[src/rtl/ps2_ball_ctrl.sv]
// ps2_ball_ctrl
// PS/2 keyboard front end plus on-screen ball controller for the VGA demo path.
//
// Ports:
//   CLK       in   system clock
//   reset     in   synchronous, active-high
//   PS2_CLK   in   raw PS/2 clock (asynchronous, synchronised internally)
//   PS2_DATA  in   raw PS/2 data  (asynchronous, synchronised internally)
//   radius    in   ball radius in units; edge clearance = radius*RAD_SCALE
//   ball_x    out  ball centre x
//   ball_y    out  ball centre y
//   color     out  committed colour index
//   key_code  out  last decoded scan code (held)
//   key_valid out  one-cycle pulse per decoded key event
//   key_break out  key_code is a release event
//   key_ext   out  key_code was E0-prefixed
//   frame_err out  one-cycle pulse on start, parity or stop error
module ps2_ball_ctrl #(
  parameter int POS_W          = 11,
  parameter int SCREEN_W       = 640,
  parameter int SCREEN_H       = 480,
  parameter int X_INIT         = 320,
  parameter int Y_INIT         = 240,
  parameter int STEP           = 5,
  parameter int MARGIN         = 5,
  parameter int RAD_W          = 3,
  parameter int RAD_SCALE      = 5,
  parameter int COLOR_W        = 2,
  parameter int COLOR_INIT     = 1,
  parameter int TIMEOUT_CYCLES = 50000
) (
  input  logic               CLK,
  input  logic               reset,
  input  logic               PS2_CLK,
  input  logic               PS2_DATA,
  input  logic [RAD_W-1:0]   radius,
  output logic [POS_W-1:0]   ball_x,
  output logic [POS_W-1:0]   ball_y,
  output logic [COLOR_W-1:0] color,
  output logic [7:0]         key_code,
  output logic               key_valid,
  output logic               key_break,
  output logic               key_ext,
  output logic               frame_err
);

  localparam int SW    = POS_W + 2;
  localparam int TMO_W = $clog2(TIMEOUT_CYCLES + 1);
  localparam logic [TMO_W-1:0] TMO_LAST = TMO_W'(TIMEOUT_CYCLES - 1);

  localparam logic signed [SW-1:0] STEP_S   = SW'(STEP);
  localparam logic signed [SW-1:0] MARGIN_S = SW'(MARGIN);
  localparam logic signed [SW-1:0] XMAX_S   = SW'(SCREEN_W - 1 - MARGIN);
  localparam logic signed [SW-1:0] YMAX_S   = SW'(SCREEN_H - 1 - MARGIN);

  // ---------------------------------------------------------------------------
  // Input synchronisers and falling-edge detect
  // ---------------------------------------------------------------------------
  logic [1:0] clk_sync_q;
  logic [1:0] dat_sync_q;
  logic       clk_prev_q;
  logic       fall;
  logic       bit_in;

  always_ff @(posedge CLK) begin
    if (reset) begin
      clk_sync_q <= '1;
      dat_sync_q <= '1;
      clk_prev_q <= 1'b1;
    end else begin
      clk_sync_q <= {clk_sync_q[0], PS2_CLK};
      dat_sync_q <= {dat_sync_q[0], PS2_DATA};
      clk_prev_q <= clk_sync_q[1];
    end
  end

  assign fall   = clk_prev_q & ~clk_sync_q[1];
  assign bit_in = dat_sync_q[1];

  // ---------------------------------------------------------------------------
  // Frame receiver
  // ---------------------------------------------------------------------------
  typedef enum logic [1:0] {
    S_IDLE,
    S_DATA,
    S_PARITY,
    S_STOP
  } rx_state_t;

  rx_state_t        state_q, state_d;
  logic [7:0]       shift_q, shift_d;
  logic [2:0]       cnt_q, cnt_d;
  logic             par_q, par_d;
  logic [TMO_W-1:0] tmo_q, tmo_d;
  logic             good_q, good_d;
  logic             err_q, err_d;

  always_ff @(posedge CLK) begin
    if (reset) begin
      state_q <= S_IDLE;
      shift_q <= '0;
      cnt_q   <= '0;
      par_q   <= 1'b0;
      tmo_q   <= '0;
      good_q  <= 1'b0;
      err_q   <= 1'b0;
    end else begin
      state_q <= state_d;
      shift_q <= shift_d;
      cnt_q   <= cnt_d;
      par_q   <= par_d;
      tmo_q   <= tmo_d;
      good_q  <= good_d;
      err_q   <= err_d;
    end
  end

  always_comb begin
    state_d = state_q;
    shift_d = shift_q;
    cnt_d   = cnt_q;
    par_d   = par_q;
    good_d  = 1'b0;
    err_d   = 1'b0;

    // Cycles since the last PS2_CLK falling edge while a frame is open.
    if (state_q == S_IDLE || fall) tmo_d = '0;
    else                           tmo_d = tmo_q + 1'b1;

    unique case (state_q)
      S_IDLE: begin
        if (fall) begin
          if (!bit_in) begin
            state_d = S_DATA;
            cnt_d   = '0;
          end else begin
            err_d = 1'b1;
          end
        end
      end
      S_DATA: begin
        if (fall) begin
          shift_d = {bit_in, shift_q[7:1]};
          cnt_d   = cnt_q + 3'd1;
          if (cnt_q == 3'd7) state_d = S_PARITY;
        end
      end
      S_PARITY: begin
        if (fall) begin
          par_d   = bit_in;
          state_d = S_STOP;
        end
      end
      S_STOP: begin
        if (fall) begin
          if (bit_in && (^{shift_q, par_q})) good_d = 1'b1;
          else                               err_d  = 1'b1;
          state_d = S_IDLE;
        end
      end
      default: state_d = S_IDLE;
    endcase

    // A stalled partial frame is dropped silently.
    if (state_q != S_IDLE && !fall && tmo_q == TMO_LAST) state_d = S_IDLE;
  end

  assign frame_err = err_q;

  // ---------------------------------------------------------------------------
  // Decoder, ball position and colour
  // ---------------------------------------------------------------------------
  logic               ext_pend_q, ext_pend_d;
  logic               brk_pend_q, brk_pend_d;
  logic [7:0]         code_q, code_d;
  logic               valid_q, valid_d;
  logic               brk_q, brk_d;
  logic               ext_q, ext_d;
  logic [POS_W-1:0]   x_q, x_d;
  logic [POS_W-1:0]   y_q, y_d;
  logic [COLOR_W-1:0] pend_q, pend_d;
  logic [COLOR_W-1:0] color_q, color_d;

  logic signed [SW-1:0] clr, lo, hi_x, hi_y;

  // Move one axis by +/-STEP in widened signed arithmetic, clamped to [lo,hi].
  // An empty range (lo > hi) leaves the position untouched.
  function automatic logic [POS_W-1:0] step_axis(
    input logic [POS_W-1:0]    pos,
    input logic                neg,
    input logic signed [SW-1:0] lo_lim,
    input logic signed [SW-1:0] hi_lim
  );
    logic signed [SW-1:0] p;
    p = $signed({2'b00, pos}) + (neg ? -STEP_S : STEP_S);
    if (lo_lim > hi_lim) return pos;
    if (p < lo_lim) p = lo_lim;
    else if (p > hi_lim) p = hi_lim;
    return p[POS_W-1:0];
  endfunction

  always_comb begin
    clr  = $signed(SW'(radius) * SW'(RAD_SCALE));
    lo   = MARGIN_S + clr;
    hi_x = XMAX_S - clr;
    hi_y = YMAX_S - clr;
  end

  always_ff @(posedge CLK) begin
    if (reset) begin
      ext_pend_q <= 1'b0;
      brk_pend_q <= 1'b0;
      code_q     <= '0;
      valid_q    <= 1'b0;
      brk_q      <= 1'b0;
      ext_q      <= 1'b0;
      x_q        <= POS_W'(X_INIT);
      y_q        <= POS_W'(Y_INIT);
      pend_q     <= COLOR_W'(COLOR_INIT);
      color_q    <= COLOR_W'(COLOR_INIT);
    end else begin
      ext_pend_q <= ext_pend_d;
      brk_pend_q <= brk_pend_d;
      code_q     <= code_d;
      valid_q    <= valid_d;
      brk_q      <= brk_d;
      ext_q      <= ext_d;
      x_q        <= x_d;
      y_q        <= y_d;
      pend_q     <= pend_d;
      color_q    <= color_d;
    end
  end

  always_comb begin
    ext_pend_d = ext_pend_q;
    brk_pend_d = brk_pend_q;
    code_d     = code_q;
    valid_d    = 1'b0;
    brk_d      = brk_q;
    ext_d      = ext_q;
    x_d        = x_q;
    y_d        = y_q;
    pend_d     = pend_q;
    color_d    = color_q;

    if (err_q) begin
      ext_pend_d = 1'b0;
      brk_pend_d = 1'b0;
    end else if (good_q) begin
      if (shift_q == 8'hE0) begin
        ext_pend_d = 1'b1;
      end else if (shift_q == 8'hF0) begin
        brk_pend_d = 1'b1;
      end else begin
        valid_d    = 1'b1;
        code_d     = shift_q;
        brk_d      = brk_pend_q;
        ext_d      = ext_pend_q;
        ext_pend_d = 1'b0;
        brk_pend_d = 1'b0;
        if (!brk_pend_q) begin
          unique case (shift_q)
            8'h75:   y_d = step_axis(y_q, 1'b1, lo, hi_y);
            8'h72:   y_d = step_axis(y_q, 1'b0, lo, hi_y);
            8'h6B:   x_d = step_axis(x_q, 1'b1, lo, hi_x);
            8'h74:   x_d = step_axis(x_q, 1'b0, lo, hi_x);
            8'h16:   pend_d = COLOR_W'(1);
            8'h1E:   pend_d = COLOR_W'(2);
            8'h26:   pend_d = COLOR_W'(3);
            8'h5A:   color_d = pend_q;
            default: ;
          endcase
        end
      end
    end
  end

  assign ball_x    = x_q;
  assign ball_y    = y_q;
  assign color     = color_q;
  assign key_code  = code_q;
  assign key_valid = valid_q;
  assign key_break = brk_q;
  assign key_ext   = ext_q;

endmodule

[config.mk]
export PLATFORM = sky130hd
export DESIGN_NAME = ps2_ball_ctrl
export DESIGN_NICKNAME = d
export VERILOG_FILES = /design/src/rtl/ps2_ball_ctrl.sv
export SDC_FILE = /design/constraint.sdc
export NUM_CORES = 1
export LEC_CHECK = 0
export CORE_MARGIN = 2
export CORE_UTILIZATION = 50
export CTS_CLUSTER_SIZE = 28
export DETAILED_ROUTE_END_ITERATION = 10
export HOLD_SLACK_MARGIN = 0.02
export PLACE_DENSITY = 0.65
export SKIP_CTS_REPAIR_TIMING = 1
export SYNTH_ARGS = -nofsm -noshare
export SYNTH_HDL_FRONTEND = slang
export SYNTH_SLANG_ARGS = --single-unit
[constraint.sdc]
create_clock -name CLK -period 8.4 [get_ports CLK]
set_input_delay 1.68 -clock CLK [delete_from_list [all_inputs] [get_ports CLK]]
set_output_delay 1.68 -clock CLK [all_outputs]
set_load 0.1 [all_outputs]
==> metrics.cfg, run 1 <==
[hold_path]
hold_path.class = reg -> reg

[power_and_ir_drop]
total_power_uw = 930
peakVddDrop_mv = 0.108
p_leak_uw = 0.00254
power_density_nw_per_um2 = 133

[grt]
grt_usage_pct = 26.4
grt_max_degree = 62
antenna_found_initial = 0
grt_pass1_wl_um = 28100
grt_overflow_total = 0
first_global_vias = 5519

[setup_path]
crit_arrival_ns = 6.61
worst-r2r-setup-slack_ns = 4.22
reg2reg_from = ball_x[0]
critPathLaunchType = primary input
max_stage_delay_ns = 0.96
slowest_stage = o21ai_1
worstSetupPathType = in -> reg
crit_chain = clkdlybuf4s50_1 -> ha_1 -> nor2_1 -> mux2i_1 -> xor2_1 -> inv_1 -> ha_1 -> nand4b_1 -> nor2_1 -> a21oi_1 -> a21oi_1 -> o21ai_1 -> o31ai_1 -> a221oi_1 -> o21ai_1
crit_required_ns = 8.62
endpoint_kind = flop
critical_path.startpoint = radius[0]
critPathMaxFanout = 16
ff2ff_path_depth = 15
endpoint = ball_x[8]
r2r_end = ball_x[1]

[run]
drv_cap = 0

[final_layout]
n_antenna_cell = 0
final_nets = 873
synthToLayoutAreaGrowth_pct = 12.3
drive_gt1_share_pct = 5.59

[timing]
rsz0062_at_grt = false
tns_ns = 0
hold_viol_final = 0
finalMaxSlewViolations = 0
max_freq_ghz = 0.156
period_minus_slack_ns = 6.40
relSlewSlack_pct = 16.7
setup_viol = 0
period_share_pct = 76.1
finClkSkew_ns = 0.0109
worst_pin_slew_ns = 1.24

[synthesis]
synth_warnings = 0
synthFlopType = dfxtp_1
ys_ff_latch = 76
syn_inst = 789
synth_edf_count = 0
synth-async-reset-ratio_pct = 0
yosysSeqAreaShare_pct = 24.5
yosysUniqueCellTypes = 78
synth.avg_cell_area_um2 = 7.88
synth_nets = 861
syn_area_um2 = 6220

[placement]
dpl.hpwl_um = 12200
port_buffers = 42
gp_congestion = 0.905

[die]
core_um2 = 12100
fp.dieW_um = 116
die_h_um = 116
std_cell_rows = 40
dieArea_um2 = 13300
ioPinCount = 43
start_util_pct = 51.6

[clock_tree]
cts-root-buf = clkbuf_16
cts_tree = done
clock_path_buffers = 2
cts_sinks = 76
h-tree-depth = 3
cts.clk_slew.worst_paths_ns = 0.06
cts_buffers = 9
insertion_delay_ns = 0.35

[drt]
antenna_left = 0
via_per_inst = 6.02
drtPass1Iterations = 5
drc_errors = 0
post_drt_wl_per_cell_um = 17.5
vias = 5854
drt_iter0_drc = 506
routed_wl_um = 17000

[run_status]
status = completed

## cell families after synthesis
group,synth area share [%]
muxes,3.30
adders and majority gates,13.4
buffers and inverters,5.13
and+or+nand+nor,26.0
DFF,24.5
xor gates and xnor gates,6.62
AOI/OAI and AO/OA,21.1
## metal layers
metal | vias up | wire (µm) | GRT usage (%)
met5 | - | 0 | 0
met4 | 0 | 362 | 10.3
met3 | 26 | 883 | 3.19
met2 | 166 | 7890 | 42.2
met1 | 2743 | 7900 | 36.5
li1 | 2919 | - | -
## critical path: cells and delay by family
family	cells	cell delay, ns
multiplexers	1	0.17
buffers and inverters	2	1.07
XOR/XNOR	1	0.68
adder cells (fa/ha/maj)	2	0.93
AO/OA/AOI/OAI	6	1.85
AND/OR/NAND/NOR	3	0.21
## cell type report
class | instances | area, µm²
Clock buffer | 11 | 243
Timing Repair Buffer | 46 | 445
Multi-Input combinational cell | 638 | 4380
Inverter | 30 | 113
Clock inverter | 4 | 73.8
Fill cell | 1115 | 5080
Sequential cell | 76 | 1520
Tap cell | 168 | 210
## where the power goes
| group | switching, µW | leakage [µW] | total [µW] | internal, µW |
|---|---|---|---|---|
| sequential | 3.39 | 0.000614 | 368 | 365 |
| combinational | 88.5 | 0.00177 | 138 | 49.0 |
| clock | 158 | 0.000156 | 425 | 267 |
| total | 250 | 0.00254 | 930 | 680 |
## through the flow
step / worst slack (ns) / hold WS (ns) / instances / instance area, µm² / util (%)
floorplan: 3.24 / 0.389 / 789 / 6220 / -
global placement: 2.02 / 0.396 / 958 / 6670 / 55.3
detailed placement: 1.88 / 0.395 / 958 / 6670 / 55.3
CTS: 2.15 / 0.409 / 973 / 6980 / 57.9
global route: 1.67 / 0.440 / 973 / 6980 / 57.9
finish: 2.00 / 0.408 / 973 / 6980 / 57.9
## cell usage in the layout, fill, tap and decap left out, types with 4 or more instances in the layout
master	n
clkdlybuf4s50_1	41
o221ai_1	4
nor4_1	7
or3_1	15
nand2_1	51
xnor2_1	26
o21ai_1	5
clkbuf_16	9
nor2_1	84
a211o_1	4
o21a_1	4
a211oi_1	12
mux2_2	4
buf_4	4
ha_1	65
mux2i_1	16
o31ai_1	6
nand4_1	7
a21o_1	4
dfxtp_1	76
o211ai_1	21
and3_1	5
o21ai_0	33
nand4b_1	7
nor2b_1	15
o31a_1	4
or2_2	6
nand3_1	31
xor2_1	21
a21oi_1	51
o311a_1	5
inv_1	30
nand3b_1	7
a31oi_1	5
or4_1	4
nor3_1	36
nand2b_1	10
and2_1	6
## registers in the layout, summed over array words and instances, names as in the netlist, 2 cells and up
name	flops
ball_y	11
color	2
dat_sync_q	2
ball_x	11
key_code	8
state_q	2
pend_q	2
cnt_q	3
tmo_q	16
clk_sync_q	2
shift_q	8
## synthesized netlist by cell type (10+ instances only)
library cell	instances	area (µm²)
nor2b_1	15	93.8
o211ai_1	21	158
ha_1	65	813
nand2_1	51	191
nand2b_1	10	62.6
clkbuf_1	30	113
mux2i_1	16	160
nand3_1	31	155
dfxtp_1	76	1520
a211oi_1	12	90.1
a21oi_1	51	255
xnor2_1	26	228
nor2_1	84	315
or3_1	15	93.8
inv_1	30	113
o21ai_0	33	165
nor3_1	36	180
xor2_1	21	184
## how the worst min path moves through the flow
stage / from / endpoint / slack [ns] / cells after the start
2_1_floorplan: clk_sync_q[0] / clk_sync_q[1] / 0.39 / 1
3_3_place_gp: dat_sync_q[0] / dat_sync_q[1] / 0.40 / 1
3_5_place_dp: dat_sync_q[0] / dat_sync_q[1] / 0.40 / 1
4_1_cts: dat_sync_q[0] / dat_sync_q[1] / 0.41 / 1
5_1_grt: dat_sync_q[0] / dat_sync_q[1] / 0.44 / 1
6_report: dat_sync_q[0] / dat_sync_q[1] / 0.41 / 1
(Power assumes the default switching activity.)
==> run 2: changes to the inputs <==
==> constraint.sdc (replaced) <==
create_clock -name CLK -period 6.2 [get_ports CLK]
set_input_delay 1.24 -clock CLK [delete_from_list [all_inputs] [get_ports CLK]]
set_output_delay 1.24 -clock CLK [all_outputs]
set_load 0.1 [all_outputs]
==> metrics.cfg, run 2 (synthesis gave the netlist of run 1 again) <==
[run_status]
status = completed

[placement]
dpl.hpwl_um = 12400
place_inst = 964
place_area_um2 = 6710
port_buffers = 42
gp_congestion = 0.933

[power_and_ir_drop]
total_power_uw = 1220
p_leak_uw = 0.00256
power_density_nw_per_um2 = 174
peakVddDrop_mv = 0.136

[clock_tree]
cts_tree = done
cts_sinks = 76
insertion_delay_ns = 0.34
clock_path_buffers = 2
cts.clk_slew.worst_paths_ns = 0.06
h-tree-depth = 3
cts_buffers = 9
cts-root-buf = clkbuf_16

[final_layout]
n_antenna_cell = 0
nFillCells = 1114
synthToLayoutAreaGrowth_pct = 12.8
multi_input_area_um2 = 4380
mostFrequentLayoutCells = nor2_1 (84), dfxtp_1 (76), ha_1 (65)
regMostFlops = tmo_q
fin_cells = 979
largest_register_ffs = 16
drive_gt1_share_pct = 6.41
final_nets = 879
design_area_um2 = 7010
mostFrequentLayoutCell = nor2_1
seqCellArea_um2 = 1520

[grt]
first_global_vias = 5746
grt_pass1_wl_um = 29000
grt_usage_pct = 26.7
grt_busiest_layer = met2
gr-usage-met3_pct = 3.66
met1_usage_pct = 37.6
grt_use_met2_pct = 42.0
antenna_found_initial = 0
grt_max_degree = 62
grt_overflow_total = 0

[die]
fp.dieW_um = 116
ioPinCount = 43
start_util_pct = 51.6
std_cell_rows = 40
core_um2 = 12100
dieArea_um2 = 13300
die_h_um = 116

[timing]
finClkSkew_ns = 0.00663
finalMaxSlewViolations = 0
worst_pin_slew_ns = 1.04
hold_viol_final = 0
max_freq_ghz = 0.199
tns_ns = 0
rsz0062_at_grt = false
period_minus_slack_ns = 5.02
setup_viol = 0
relSlewSlack_pct = 30.6
period_share_pct = 81.0
fin_hold_ws_ns = 0.409

[hold_path]
whs_path_depth = 1
hold_path.class = reg -> reg
min_to = dat_sync_q[1]
min_from = dat_sync_q[0]

[setup_path]
ff2ff_path_depth = 12
slowest_stage = xor2_1
crit_top_cell = ha_1
critPathMaxFanout = 16
worstSetupPathType = in -> reg
reg2reg_from = ball_y[0]
max_stage_delay_ns = 0.41
r2r_end = ball_y[2]
crit_chain = clkdlybuf4s50_1 -> buf_4 -> ha_1 -> nor2_1 -> mux2i_1 -> xor2_1 -> inv_1 -> ha_1 -> a211oi_1 -> a31oi_1 -> o221ai_1 -> nand2_1 -> or3_1 -> a31o_1 -> a32o_1
worst-r2r-setup-slack_ns = 2.10
crit_arrival_ns = 5.25
critPathLaunchType = primary input
endpoint_kind = flop
crit_required_ns = 6.42

[run]
drv_cap = 0

[drt]
drtPass1Iterations = 5
vias = 5976
post_drt_wl_per_cell_um = 17.5
drc_errors = 0
via_per_inst = 6.10
antenna_left = 0
routed_wl_um = 17100
drt_iter0_drc = 404

-- run 2: worst max-delay path: cells and delay by family --
family                     cells  cell delay, ns
muxes                          1            0.16
adders and majority gates      2            0.76
AOI/OAI and AO/OA              5            1.11
xor gates and xnor gates       1            0.41
and+or+nand+nor                3            0.67
buffers and inverters          3            0.89
-- run 2: routing by layer --
| layer | up-vias | routed length, µm | part of all wire [%] |
|---|---|---|---|
| li1 | 2932 | - | - |
| met3 | 34 | 1130 | 6.6 |
| met4 | 0 | 336 | 2.0 |
| met1 | 2799 | 7840 | 46 |
| met2 | 211 | 7830 | 46 |
| met5 | - | 0 | 0 |
-- run 2: per-stage QoR --
step           util, %  setup WS (ns)
2_1_floorplan        -           1.48
3_5_place_dp      55.7          0.920
6_report          58.1           1.18
4_1_cts           58.1           1.25
5_1_grt           58.1          0.866
3_3_place_gp      55.7           1.03
-- run 2: worst max path at each step --
stage               from         to  cells past startpoint
2_1_floorplan  radius[0]  ball_x[0]                     15
3_3_place_gp   radius[0]  ball_x[1]                     17
3_5_place_dp   radius[0]  ball_x[1]                     17
4_1_cts        radius[0]  ball_x[1]                     15
5_1_grt        radius[0]  ball_x[7]                     15
6_report       radius[0]  ball_x[1]                     15
-- run 2: where the power goes --
part	total [µW]	internal (µW)	switching, µW
clock network	533	322	210
registers	499	494	4.79
logic	190	69.4	121
total	1220	886	336
-- run 2: cell type report --
type | count | share of cell area [%]
Tap cell | 168 | 3.00
Clock inverter | 5 | 0.874
Timing Repair Buffer | 52 | 6.99
Sequential cell | 76 | 21.7
Inverter | 30 | 1.61
Clock buffer | 10 | 3.41
Multi-Input combinational cell | 638 | 62.4
==> run 3: changes to the inputs <==
==> constraint.sdc (replaced) <==
create_clock -name CLK -period 4.9 [get_ports CLK]
set_input_delay 0.98 -clock CLK [delete_from_list [all_inputs] [get_ports CLK]]
set_output_delay 0.98 -clock CLK [all_outputs]
set_load 0.1 [all_outputs]
==> metrics.cfg, run 3 (synthesis gave the netlist of run 1 again) <==
[power_and_ir_drop]
power_density_nw_per_um2 = 227
peakVddDrop_mv = 0.262
p_leak_uw = 0.00259

[setup_path]
crit_chain = clkdlybuf4s50_1 -> ha_1 -> nor2_1 -> mux2i_1 -> xor2_1 -> inv_1 -> ha_1 -> o21ai_0 -> o21a_1 -> o41a_1 -> maj3_2 -> a211oi_2 -> nor3_1 -> a221o_1
max_stage_delay_ns = 0.48
critPathLaunchType = primary input
worstSetupPathType = in -> reg
r2r_end = ball_y[2]
crit_top_cell = ha_1
worst-r2r-setup-slack_ns = 0.74
slowest_stage = clkdlybuf4s50_1
reg2reg_from = ball_y[0]
endpoint_kind = flop
critPathMaxFanout = 6
crit_arrival_ns = 4.61
crit_required_ns = 5.13
ff2ff_path_depth = 12

[timing]
hold_viol_final = 0
setup_viol = 0
period_minus_slack_ns = 4.38
relSlewSlack_pct = 33.5
tns_ns = 0
period_share_pct = 89.4
worst_pin_slew_ns = 0.994
max_freq_ghz = 0.228
rsz0062_at_grt = false
finalMaxSlewViolations = 0
finClkSkew_ns = 0.0104

[placement]
port_buffers = 42
place_inst = 969
gp_congestion = 0.911
dpl.hpwl_um = 12600

[run_status]
status = completed

[clock_tree]
clock_path_buffers = 2
cts-root-buf = clkbuf_16
cts_buffers = 9
h-tree-depth = 3
cts.clk_slew.worst_paths_ns = 0.07
cts_sinks = 76
insertion_delay_ns = 0.34
cts_tree = done

[grt]
antenna_found_initial = 0
grt_usage_pct = 26.9
first_global_vias = 5618
grt_pass1_wl_um = 28900
grt_max_degree = 61
grt_overflow_total = 0

[die]
std_cell_rows = 40
die_h_um = 116
start_util_pct = 51.6
dieArea_um2 = 13300
ioPinCount = 43
core_um2 = 12100
fp.dieW_um = 116

[hold_path]
whs_path_depth = 1
min_to = dat_sync_q[1]
min_from = dat_sync_q[0]
hold_path.class = reg -> reg

[drt]
antenna_left = 0
via_per_inst = 6.11
drc_errors = 0
routed_wl_um = 17400
drtPass1Iterations = 4
vias = 6017
post_drt_wl_per_cell_um = 17.7
drt_iter0_drc = 410

[final_layout]
final_nets = 884
largest_register_ffs = 16
post-route-util_pct = 58.6
multi_input_area_um2 = 4380
mostFrequentLayoutCell = nor2_1
fin_cells = 985
mostFrequentLayoutCells = nor2_1 (84), dfxtp_1 (76), ha_1 (65)
synthToLayoutAreaGrowth_pct = 13.7
n_antenna_cell = 0
regMostFlops = tmo_q
drive_gt1_share_pct = 7.10
nFillCells = 1141
seqCellArea_um2 = 1520

[run]
drv_cap = 0

[run 3: changes by cell type in the layout (fill, tap and decap cells not counted)]
cell,delta
buf_4,+5
clkinv_4,-2
inv_6,+1
bufinv_16,+1
clkinvlp_4,+2
clkbuf_8,-1
[run 3: through the flow]
| step | hold WS (ns) | worst slack (ns) | instance area [µm²] | total power, µW |
|---|---|---|---|---|
| after floorplan | 0.389 | 0.439 | 6220 | 808 |
| after global placement | 0.394 | 0.348 | 6750 | 877 |
| after detailed placement | 0.396 | 0.212 | 6750 | 886 |
| after CTS | 0.410 | 0.559 | 7070 | 1620 |
| after global routing | 0.428 | 0.292 | 7070 | 1670 |
| final | 0.408 | 0.519 | 7070 | 1610 |
[run 3: worst max-delay path by stage]
stage | from | cells past startpoint | to
global placement | radius[0] | 15 | ball_x[4]
global route | radius[0] | 14 | ball_x[8]
CTS | radius[0] | 14 | ball_y[2]
finish | radius[0] | 14 | ball_y[2]
floorplan | radius[0] | 15 | ball_x[0]
detailed placement | radius[0] | 14 | ball_y[2]
[run 3: layout make-up]
type	count	share of cell area, %
Tap cell	168	2.97
Multi-Input combinational cell	638	61.9
Timing Repair Buffer	57	7.47
Clock inverter	7	1.38
Sequential cell	76	21.5
Inverter	30	1.59
Clock buffer	9	3.18
[run 3: critical path: cells and delay by family]
kind | cells | cell delay [ns]
AND/OR/NAND/NOR | 2 | 0.14
AO/OA/AOI/OAI | 5 | 1.22
buffers and inverters | 2 | 0.70
multiplexers | 1 | 0.18
adder cells (fa/ha/maj) | 3 | 1.11
XOR/XNOR | 1 | 0.29
[run 3: power breakdown]
part	internal, µW	switching [µW]	leakage, µW
Sequential	625	5.82	0.000614
Combinational	91.4	155	0.00182
Clock	449	280	0.000152
Total	1160	441	0.00259
[run 3: routing by layer]
layer | GRT usage (%) | wire length (µm) | vias to the layer above
met4 | 7.63 | 325 | 0
met5 | 0 | 0 | -
met2 | 42.8 | 8110 | 222
li1 | - | - | 2934
met3 | 3.50 | 1200 | 25
met1 | 38.2 | 7810 | 2836
